`src/rtl/alu_pkg.sv`:
```
// alu_pkg: shared ALU opcode, result-entry and datapath-width definitions
package alu_pkg;
  localparam int ALU_DATA_W = 8;
  typedef enum logic [2:0] {
    ADD = 3'd0, SUB = 3'd1, AND = 3'd2, OR = 3'd3,
    XOR = 3'd4, NOR = 3'd5, SHL = 3'd6, SHR = 3'd7
  } alu_op_t;
  typedef struct packed {
    alu_op_t                 opcode;
    logic                    carry;
    logic                    zero;
    logic [ALU_DATA_W-1:0]   result;
  } alu_entry_t;
endpackage

```
`src/rtl/alu_sat_counter.sv`:
```
// alu_sat_counter: saturating up-counter, async active-low reset
module alu_sat_counter #(
  parameter int WIDTH = 16
) (
  input  logic             clk,
  input  logic             rst_n,
  input  logic             inc,
  output logic [WIDTH-1:0] cnt
);
  always_ff @(posedge clk or negedge rst_n)
    if (!rst_n) cnt <= '0;
    else if (inc && !(&cnt)) cnt <= cnt + 1'b1;
endmodule

```
`src/rtl/alu_result_fifo.sv`:
```
// alu_result_fifo: FWFT valid/ready FIFO of ALU results with sticky overrun flag
// ALU_RESULT_FIFO_STATS_EN adds saturating carry_cnt/zero_cnt push counters.
module alu_result_fifo
  import alu_pkg::*;
#(
  parameter int DEPTH  = 4,
  parameter int DATA_W = ALU_DATA_W
) (
  input  logic                     clk,
  input  logic                     rst_n,
  input  logic                     in_valid,
  output logic                     in_ready,
  input  logic [DATA_W-1:0]        in_result,
  input  logic                     in_carry,
  input  logic                     in_zero,
  input  logic [2:0]               in_opcode,
  output logic                     out_valid,
  input  logic                     out_ready,
  output logic [DATA_W-1:0]        out_result,
  output logic                     out_carry,
  output logic                     out_zero,
  output logic [2:0]               out_opcode,
  output logic [$clog2(DEPTH):0]   count,
  output logic                     overflow,
  input  logic                     clr_overflow
`ifdef ALU_RESULT_FIFO_STATS_EN
  ,
  output logic [15:0]              carry_cnt,
  output logic [15:0]              zero_cnt
`endif
);
  localparam int AW = $clog2(DEPTH);
  localparam int CW = AW + 1;
  localparam int EW = DATA_W + 5;
  logic [EW-1:0] mem [DEPTH];
  logic [AW-1:0] wptr, rptr;
  logic          push, pop;
  logic [EW-1:0] head;
  assign in_ready  = count < CW'(DEPTH);
  assign out_valid = count != '0;
  assign push      = in_valid && in_ready;
  assign pop       = out_valid && out_ready;
  assign head      = out_valid ? mem[rptr] : '0;
  assign {out_opcode, out_carry, out_zero, out_result} = head;
  // power-of-two DEPTH lets pointers wrap by natural overflow
  always_ff @(posedge clk or negedge rst_n)
    if (!rst_n) begin
      wptr     <= '0;
      rptr     <= '0;
      count    <= '0;
      overflow <= 1'b0;
    end else begin
      wptr     <= wptr + AW'(push);
      rptr     <= rptr + AW'(pop);
      count    <= count + CW'(push) - CW'(pop);
      overflow <= (in_valid && !in_ready) || (overflow && !clr_overflow);
    end
  always_ff @(posedge clk)
    if (push) mem[wptr] <= {in_opcode, in_carry, in_zero, in_result};
`ifdef ALU_RESULT_FIFO_STATS_EN
  alu_sat_counter #(.WIDTH(16)) u_carry_cnt (
    .clk(clk), .rst_n(rst_n), .inc(push && in_carry), .cnt(carry_cnt)
  );
  alu_sat_counter #(.WIDTH(16)) u_zero_cnt (
    .clk(clk), .rst_n(rst_n), .inc(push && in_zero), .cnt(zero_cnt)
  );
`endif
endmodule

```
`config.mk`:
```
export PLATFORM = sky130hd
export DESIGN_NAME = alu_result_fifo
export DESIGN_NICKNAME = d
export VERILOG_FILES = /design/src/rtl/alu_pkg.sv /design/src/rtl/alu_sat_counter.sv /design/src/rtl/alu_result_fifo.sv
export SDC_FILE = /design/constraint.sdc
export NUM_CORES = 1
export LEC_CHECK = 0
export ABC_AREA = 1
export BUFFER_PORTS_ARGS = -buffer_cell sky130_fd_sc_hd__buf_2
export CAP_MARGIN = 10
export CORE_MARGIN = 2
export CORE_UTILIZATION = 35
export CTS_CLUSTER_DIAMETER = 60
export DETAILED_ROUTE_END_ITERATION = 10
export GPL_TIMING_DRIVEN = 0
export MAX_ROUTING_LAYER = met4
export SLEW_MARGIN = 20
export SYNTH_ARGS = -nofsm -noshare
export SYNTH_HDL_FRONTEND = slang
export SYNTH_SLANG_ARGS = --single-unit
```
`constraint.sdc`:
```
create_clock -name clk -period 1.88 [get_ports clk]
set_clock_uncertainty 0.1 [all_clocks]
set_input_delay 0.188 -clock clk [delete_from_list [all_inputs] [get_ports clk]]
set_output_delay 0.188 -clock clk [all_outputs]
set_load 0.005 [all_outputs]
```
==> reports/results.tsv, run 1 <==
stage	metric	value	unit
outcome	outcome	finished, final reports clean	
flow_run	max_cap viols	0	
clocking	CTS Buffer Depth	2	
detailed_routing	drt wl/cell	13.0	um
critical_path	worst r2r src	count[1]	
sta	RSZ-0062 raised after global routing	true	
detailed_routing	routed wire length	5510	um
die	Core ar.	7290	um^2
critical_path	Setup crit end	count[2]	
clocking	later-pin clock latency in the skew report	0.33	ns
global_routing	met3 usage	3.84	%
die	Std-Cell Rows	31	
clocking	clock-pin slew on the worst setup and hold paths	0.06	ns
die	Die Y	90.9	um
placement	post-place setup slack	-0.0966	ns
clocking	CTS Root Cell	clkbuf_8	
critical_path	worst endpoint required time	2.00	ns
placement	# port buffers	36	
clocking	number of buffers created by CTS	9	
clocking	H-tree level count	3	
global_routing	global-route wire length before repair	9140	um
yosys	Cells after Synth	251	
yosys	Yosys reg bits	60	
finish	layout cells sized above 1	24.0	%
clocking	CTS Sinks	60	
sta	Slew Limit Headroom	50.1	%
sta	Max Fclk	540	MHz
yosys	Post-Syn Area per Cell	10.5	um^2
die	Die Wd	90.9	um
critical_path	RR Endpoint	count[2]	
hold_path	hold crit path type	input pin to register	
finish	diode count	0	
yosys	yosys warns	0	
finish	multi-input logic area	619	um^2
global_routing	GRT Resource Usage Total	15.1	%
finish	area delta synth->final	27.3	%
critical_path	crit path max fanout	7	
detailed_routing	Post-DRT Antenna Nets	0	
placement	dpl hpwl	3690	um
placement	routability cong.	0.710	
die	Starting Density	36.2	%
sta	fin crit share	98.5	%
sta	final-report hold violation count	0	
die	die area	8250	um^2
die	I/O pins	37	
finish	post-layout util	46.1	%
yosys	register area share after synthesis	66.7	%
power	Leakage	0.00156	uW
critical_path	crit end category	register	
critical_path	CP startpoint	count[1]	
detailed_routing	DR vias/cell	4.36	
detailed_routing	vias	1847	
detailed_routing	DRC Markers	0	
critical_path	FF-to-FF setup slack	0.03	ns
yosys	distinct cell type count after synthesis	19	
power	Power Density	1390	nW/um^2
yosys	Post-Syn Area	2640	um^2
critical_path	CP Launch Type	register	
finish	Filler cells	727	
detailed_routing	DR pass1 iterations	4	
yosys	Net Count, Synth	272	
sta	final setup fails	0	
global_routing	vias in the first global route	1846	
critical_path	critical path class	register to register	
detailed_routing	detailed router's first-iteration violation count	81	
global_routing	Overflow after GRT	0	
finish	layout net count	341	
sta	measured slew at the worst slew-check pin	0.745	ns
finish	register area	1760	um^2
sta	setup tns final	0	ns
sta	fin. max-slew vios	0	
global_routing	largest net degree at the start of global routing	15	
global_routing	initial antenna violation count	0	
sta	Period minus WS final	1.85	ns
clocking	TritonCTS clock tree	built	
global_routing	Global Route met2 Usage	24.4	%
sta	fin worst setup slack	0.0280	ns
critical_path	r2r worst-path depth	11	
global_routing	met1 usage	18.2	%
power	Peak VDD IR	576	uV
critical_path	Arrival @ worst endpoint	1.98	ns
global_routing	GRT busiest layer	met2	
layout make-up:
| class | count | share of cell area (%) |
|---|---|---|
| plain buffers | 7 | 2.05 |
| clock buffers | 13 | 4.13 |
| clock inverters | 3 | 0.409 |
| inverters | 63 | 7.07 |
| multi-input cells | 120 | 18.4 |
| flip-flops and latches | 60 | 52.4 |
| well taps | 99 | 3.68 |
| repair buffers | 59 | 11.8 |
state kept, by name, indices dropped and copies added (netlist names):
signal,flops
overflow,1
rptr,2
wptr,2
count,3
mem,52
cell usage in the layout (no fill, tap or decap), types with 3 or more instances in the layout:
cell type	count
a21oi_1	10
a21oi_2	3
buf_2	37
buf_4	7
buf_6	6
clkbuf_1	4
clkbuf_8	9
clkinv_2	3
dfrtp_1	7
dlygate4sd3_1	16
edfxtp_1	52
inv_1	59
inv_2	3
nand2_1	59
nand3_1	29
nor2_1	3
nor3_2	4
routing by layer:
layer | share of wire, % | wire length [um]
met1 | 44 | 2420
met2 | 50 | 2740
met3 | 4.8 | 263
met4 | 1.4 | 78
met5 | 0 | 0
worst min path at each step:
stage,startpoint,endpoint,slack [ns],cells after the start
3_5_place_dp,rst_n,overflow,-0.05,1
4_1_cts,out_ready,rptr[0],0.04,3
6_report,out_ready,rptr[0],0.05,3
5_1_grt,out_ready,rptr[0],0.06,3
2_1_floorplan,rst_n,count[0],-0.21,0
3_3_place_gp,rst_n,overflow,-0.06,1
stage by stage:
| stage | instances | cell area, um^2 | total power, uW | hold slack, ns |
|---|---|---|---|---|
| 2_1_floorplan | 251 | 2650 | 2960 | -0.208 |
| 3_3_place_gp | 386 | 2950 | 3590 | -0.0569 |
| 3_5_place_dp | 391 | 3010 | 3670 | -0.0540 |
| 4_1_cts | 422 | 3320 | 4650 | 0.0389 |
| 5_1_grt | 424 | 3360 | 5050 | 0.0636 |
| 6_report | 424 | 3360 | 4680 | 0.0533 |
critical path, cell delays in order, from the launching register on:
cell	delay, ns
dfrtp_2	0.45
nor2_4	0.11
nand2_4	0.08
nand2_2	0.07
nand2_1	0.05
nand2_1	0.05
ha_1	0.13
inv_1	0.04
fa_2	0.36
xnor2_1	0.14
nor2_1	0.09
nor2_1	0.05
Yosys cell counts:
cell / n / area (um^2)
nand2_4: 1 / 11.3
nand4_1: 1 / 6.26
edfxtp_1: 52 / 1560
buf_2: 3 / 15.0
nor2_1: 3 / 11.3
inv_1: 59 / 221
o21ai_0: 1 / 5.00
inv_2: 4 / 15.0
nor3_1: 4 / 20.0
nand3_1: 29 / 145
ha_1: 2 / 25.0
nand2_1: 61 / 229
xor2_1: 2 / 17.5
xnor2_1: 1 / 8.76
dfrtp_1: 8 / 200
nor2_2: 1 / 6.26
fa_1: 1 / 20.0
a21oi_1: 13 / 65.1
buf_6: 5 / 56.3
logic make-up after synthesis:
family | share of synthesized area (%)
AOI/OAI and AO/OA | 2.65
xor gates and xnor gates | 0.995
adders and majority gates | 1.71
buffers and inverters | 11.7
DFF | 66.7
and+or+nand+nor | 16.3
report_power, final:
| group | internal [uW] | total, uW | switching (uW) |
|---|---|---|---|
| combinational | 798 | 1890 | 1090 |
| clock | 471 | 943 | 472 |
| sequential | 1700 | 1850 | 149 |
| total | 2970 | 4680 | 1710 |
timing repair:
item	in CTS	in global routing
resized for setup	1	8
setup endpoints to repair	26	36
setup buffers	0	2
cloned	0	0
hold endpoints to repair	61	0
hold buffers	16	0
pin swaps	2	0
(Power assumes the default switching activity.)
==> run 2, diff against run 1 <==
- SETUP_SLACK_MARGIN: unset -> 0.1
==> run 2 against run 1 <==
  * Setup slack better by 0.022 ns
  * Sequential share of layout area is 3.7 points lower
  * Die area unchanged
  * Flip-flop and latch count unchanged
  * Utilization up 3.6 points
  * Design area is 7.7% higher
  * Cell count up 4.0%
  * Fmax rose by 1.2%
  * Total power rose by 9.5%
  * Combinational power is 25% higher
  * Global-route usage about the same
  * Critical endpoint unchanged
  * Largest power group unchanged
  * Highest routed layer unchanged
==> reports/results.tsv, run 2 (synthesis results as in run 1) <==
stage	metric	value	unit	change
detailed_routing	routed wire length	5790	um	+5.2%
critical_path	crit path max fanout	5		-2
finish	register area	1760	um^2	about the same
flow_run	max_cap viols	0		unchanged
clocking	later-pin clock latency in the skew report	0.33	ns	about the same
sta	measured slew at the worst slew-check pin	0.403	ns	-0.342 ns
sta	Slew Limit Headroom	73.1	%	+23 points
finish	Top Registers	mem (52), count (3)		
finish	post-layout util	49.7	%	+3.6 points
die	Core ar.	7290	um^2	unchanged
outcome	outcome	finished, final reports clean		
placement	dpl hpwl	3540	um	-4.2%
sta	final-report hold violation count	0		unchanged
clocking	H-tree level count	3		unchanged
die	Die Y	90.9	um	unchanged
critical_path	slowest stage cell, crit path	dfrtp_2		
detailed_routing	drt wl/cell	13.1	um	+1.1%
sta	Max Fclk	547	MHz	+1.2%
clocking	TritonCTS clock tree	built		
finish	multi-input logic area	703	um^2	+14%
sta	fin. max-slew vios	0		unchanged
global_routing	Overflow after GRT	0		unchanged
die	Die Wd	90.9	um	unchanged
finish	layout net count	358		+5.0%
global_routing	vias in the first global route	1813		-1.8%
die	die area	8250	um^2	unchanged
critical_path	Crit path largest cell delay	0.43	ns	-0.02 ns
finish	diode count	0		unchanged
global_routing	largest net degree at the start of global routing	11		-4
global_routing	global-route wire length before repair	9010	um	-1.4%
placement	# port buffers	36		unchanged
critical_path	crit end category	register		
finish	max reg flops	52		unchanged
detailed_routing	DR vias/cell	4.32		-0.84%
hold_path	HP Start	out_ready		
critical_path	worst r2r src	count[1]		
critical_path	Arrival @ worst endpoint	1.96	ns	-0.02 ns
sta	hold_ws	0.107	ns	+0.0536 ns
clocking	CTS Sinks	60		unchanged
clocking	number of buffers created by CTS	9		unchanged
critical_path	worst path cell trace	nor2_4 -> nand2_4 -> nand2_4 -> nand2_2 -> nand2_2 -> ha_4 -> inv_2 -> fa_2 -> xor2_1 -> nor2_1 -> nor2_1		
critical_path	CP startpoint	count[1]		
finish	Filler cells	678		-6.7%
critical_path	CP Launch Type	register		
detailed_routing	DRC Markers	0		unchanged
clocking	CTS Root Cell	clkbuf_8		
global_routing	GRT Resource Usage Total	15.1	%	-0.021 points
sta	Period minus WS final	1.83	ns	-0.0224 ns
sta	RSZ-0062 raised after global routing	true		
power	Power Density	1420	nW/um^2	+1.7%
placement	routability cong.	0.746		+5.2%
power	Peak VDD IR	529	uV	-8.1%
hold_path	hold crit path type	input pin to register		
critical_path	critical path class	register to register		
die	Std-Cell Rows	31		unchanged
finish	area delta synth->final	37.2	%	
detailed_routing	Post-DRT Antenna Nets	0		unchanged
detailed_routing	DR pass1 iterations	4		unchanged
die	Starting Density	36.2	%	unchanged
clocking	clock-pin slew on the worst setup and hold paths	0.06	ns	about the same
finish	most frequent cells in the layout	inv_1, nand2_1, edfxtp_1		
clocking	CTS Buffer Depth	2		unchanged
global_routing	initial antenna violation count	0		unchanged
critical_path	FF-to-FF setup slack	0.05	ns	+0.02 ns
power	Leakage	0.00167	uW	+7.3%
critical_path	worst endpoint required time	2.01	ns	about the same
die	I/O pins	37		unchanged
sta	fin crit share	97.3	%	-1.2 points
finish	commonest non-fill, non-tap cell in the layout	inv_1		
detailed_routing	detailed router's first-iteration violation count	89		+9.9%
finish	layout cells sized above 1	31.9	%	+7.9 points
sta	final setup fails	0		unchanged
detailed_routing	vias	1905		+3.1%
finish	largest register by flop count	mem		
## run 2: worst max-delay path: cells and delay by family, from the launching register on
kind	cells	cell delay (ns)
xor+xnor	1	0.16
simple gates	7	0.55
flops	1	0.43
buf+inv	1	0.03
fa+ha+maj	2	0.47
## run 2: per-layer routing
| metal | vias to the layer above | share of wire (%) | global-route usage, % |
|---|---|---|---|
| li1 | 965 | - | - |
| met1 | 896 | 46 | 18.2 |
| met2 | 39 | 49 | 23.8 |
| met3 | 5 | 3.6 | 3.34 |
| met4 | 0 | 1.5 | 7.95 |
| met5 | - | 0 | - |
## run 2: repair_timing
action,4_1_cts,5_1_grt
pin swaps,1,7
buffers inserted,5,13
gates cloned,0,1
hold buffers,16,0
resized for setup,10,27
setup endpoints to repair,38,39
endpoints found under the hold margin,61,0
## run 2: power breakdown
group / total, uW / internal (uW) / switching [uW]
Clock: 921 / 482 / 439
Sequential: 1850 / 1700 / 146
Combinational: 2360 / 1070 / 1280
## run 2: worst paths after layout
check | end | depth (start not counted)
max in group asynchronous | rptr[1] | 2
hold / removal | rptr[1] | 3
setup reg to reg | count[2] | 11
hold reg to reg | count[2] | 3
setup / recovery | count[2] | 11
min in group asynchronous | count[2] | 2
## run 2: area by class of cell
type,count,share of cell area (%)
flip-flops and latches,60,48.7
multi-input cells,120,19.4
repair buffers,75,15.0
inverters,63,6.88
clock buffers,16,4.15
well taps,99,3.42
plain buffers,8,2.42
## run 2: stage by stage
stage	area [um^2]	cells	setup WS [ns]	TNS, ns	total power, uW
3_3_place_gp	2960	386	-0.890	-45.21	3600
6_report	3620	441	0.0504	0	5130
4_1_cts	3410	427	0.0475	0	4830
3_5_place_dp	3010	390	-0.0761	-0.809	3680
2_1_floorplan	2650	251	-0.169	-8.80	2960
5_1_grt	3620	441	-0.0550	-0.0550	5500
==> run 3, diff against run 2 <==
- CORE_UTILIZATION: 35 -> 30
==> run 3 against run 2 <==
  * First-iteration DRC count increased by 21%
  * Total power increased by 5.4%
  * Design area increased by 1.5%
  * Combinational power increased by 3%
  * Sequential power about the same
  * Sequential share of layout area decreased by 0.70 points
  * Critical endpoint is now mem[1][11]
  * Critical path type unchanged
  * Via count increased by 0.94%
  * Clock power increased by 22%
  * Fmax increased by 0.23%
  * Clock-buffer cell count decreased by 7
  * Register-to-register slack about the same
  * Utilization decreased by 7.1 points
==> reports/results.tsv, run 3 (synthesis results as in run 1) <==
stage	metric	value	unit	change
outcome	outcome	finished, final reports clean		
power	NetSw	1950	uW	+4.1%
finish	Design Area, Final	3670	um^2	+1.5%
placement	routability cong.	0.736		-1.4%
critical_path	crit path max fanout	8		+3
power	Sw Share	36.0	%	-0.44 points
sta	final setup fails	0		unchanged
clocking	TritonCTS clock tree	built		
detailed_routing	Post-DRT Antenna Nets	0		unchanged
sta	hold_ws	0.0278	ns	-0.0791 ns
finish	commonest non-fill, non-tap cell in the layout	inv_1		
power	Leakage	0.00169	uW	+1.2%
sta	Period minus WS final	1.83	ns	-0.00412 ns
sta	fin. max-slew vios	0		unchanged
finish	diode count	0		unchanged
clocking	number of buffers created by CTS	9		unchanged
detailed_routing	routed wire length	5990	um	+3.3%
placement	Inst Count DP	399		+2.3%
detailed_routing	detailed router's first-iteration violation count	108		+21%
finish	most frequent cells in the layout	inv_1, nand2_1, edfxtp_1		
critical_path	slowest stage cell, crit path	nor3_2		
critical_path	CP Launch Type	register		
critical_path	crit path buf inv count	3		+2
detailed_routing	drt wl/cell	13.4	um	+1.7%
finish	Top Registers	mem (52), count (3)		
critical_path	worst path cell trace	inv_2 -> nand2_4 -> buf_4 -> nor3_2 -> buf_6		
sta	final-report hold violation count	0		unchanged
detailed_routing	DR vias/cell	4.29		-0.63%
detailed_routing	DR pass1 iterations	4		unchanged
critical_path	Arrival @ worst endpoint	1.76	ns	-0.20 ns
die	Starting Density	30.6	%	-5.6 points
clocking	CTS Buffer Depth	2		unchanged
power	Pint	3450	uW	+6.1%
finish	largest register by flop count	mem		
die	Std-Cell Rows	34		+9.7%
die	Die Y	97.8	um	+7.7%
clocking	H-tree level count	3		unchanged
global_routing	largest net degree at the start of global routing	12		+1
die	Core ar.	8640	um^2	+18%
global_routing	vias in the first global route	1830		+0.94%
finish	max reg flops	52		unchanged
detailed_routing	vias	1923		+0.94%
sta	measured slew at the worst slew-check pin	0.645	ns	+0.242 ns
die	I/O pins	37		unchanged
global_routing	global-route wire length before repair	8950	um	-0.69%
finish	multi-input logic area	698	um^2	-0.71%
global_routing	GRT Resource Usage Total	12.7	%	-2.4 points
hold_path	hold crit path type	input pin to register		
placement	dpl hpwl	3750	um	+6.0%
power	Comb pwr share	45.1	%	-0.9 points
die	die area	9570	um^2	+16%
finish	area delta synth->final	39.1	%	
finish	layout cells sized above 1	34.1	%	+2.2 points
sta	fin crit share	97.1	%	-0.22 points
clocking	clock-pin slew on the worst setup and hold paths	0.06	ns	about the same
power	Clk pwr share	20.8	%	+2.8 points
placement	post-place setup slack	0.0112	ns	+0.0873 ns
sta	Max Fclk	548	MHz	+0.23%
placement	Post-Place Cell Area	3030	um^2	+0.75%
flow_run	max_cap viols	0		unchanged
critical_path	Crit path largest cell delay	0.45	ns	+0.02 ns
clocking	CTS Sinks	60		unchanged
finish	final non-filler cell total	448		+1.6%
finish	layout net count	356		-0.56%
critical_path	worst endpoint required time	1.82	ns	-0.19 ns
global_routing	initial antenna violation count	0		unchanged
detailed_routing	DRC Markers	0		unchanged
placement	# port buffers	36		unchanged
sta	Slew Limit Headroom	56.8	%	-16 points
critical_path	delay-heaviest family, CP	simple AND/OR/NAND/NOR gates		
finish	register area	1760	um^2	unchanged
sta	fin worst setup slack	0.0545	ns	+0.00412 ns
clocking	CTS Root Cell	clkbuf_8		
die	Die Wd	97.8	um	+7.7%
power	Power Density	1470	nW/um^2	+3.9%
critical_path	critical path class	register to register		
sta	RSZ-0062 raised after global routing	true		
power	Peak VDD IR	454	uV	-14%
clocking	later-pin clock latency in the skew report	0.33	ns	about the same
power	Flop pwr share	34.1	%	-1.9 points
global_routing	Overflow after GRT	0		unchanged
critical_path	crit end category	register		
finish	Filler cells	807		+19%
[run 3: layer usage]
metal / GRT usage, % / wire length [um] / up-vias
met3: 2.86 / 291 / 8
met2: 20.3 / 2970 / 42
li1: - / - / 965
met4: 5.88 / 68 / 0
met1: 15.4 / 2660 / 908
met5: - / 0 / -
[run 3: cell type report]
| type | count | share of cell area (%) |
|---|---|---|
| well taps | 108 | 3.68 |
| clock inverters | 7 | 1.81 |
| flip-flops and latches | 60 | 48.0 |
| multi-input cells | 120 | 19.0 |
| clock buffers | 9 | 3.37 |
| repair buffers | 73 | 14.9 |
| plain buffers | 8 | 2.55 |
| inverters | 63 | 6.71 |
[run 3: path summary, 6_finish.rpt]
path	start	to	slack, ns	depth (start not counted)
worst max-delay path	count[2]	mem[1][11]	0.05	5
worst min-delay path	in_valid	overflow	0.03	3
worst max register to register	count[2]	mem[1][11]	0.05	5
worst min register to register	overflow	overflow	0.43	2
max in group asynchronous	rst_n	count[1]	1.36	2
min in group asynchronous	rst_n	rptr[0]	0.13	2
[run 3: repair_timing]
| item | CTS | global route |
|---|---|---|
| setup endpoints to repair | 36 | 37 |
| endpoints found under the hold margin | 61 | 0 |
| pin swaps | 0 | 7 |
| hold buffers | 15 | 0 |
| gates resized for setup | 6 | 32 |
| setup buffers | 5 | 11 |
| cloned | 0 | 2 |
[run 3: power by group through the flow]
stage,Sequential (uW),Clock [uW],Combinational (uW)
floorplan,1850,0,1110
global placement,1870,0,1720
detailed placement,1870,0,1810
CTS,1830,1130,1980
global route,1860,1200,2680
finish,1840,1120,2430
[run 3: metrics by stage]
stage               total power (uW)  utilization (%)  TNS (ns)
global route                    5740             42.5    -0.131
global placement                3580             34.4    -46.37
floorplan                       2960                -     -8.80
detailed placement              3680             35.1         0
CTS                             4940             39.7         0
finish                          5400             42.5         0
[run 3: worst reg2reg max path: stages, from the launching register on]
cell	delay, ns
dfrtp_1	0.40
inv_2	0.12
nand2_4	0.09
buf_4	0.14
nor3_2	0.45
buf_6	0.24
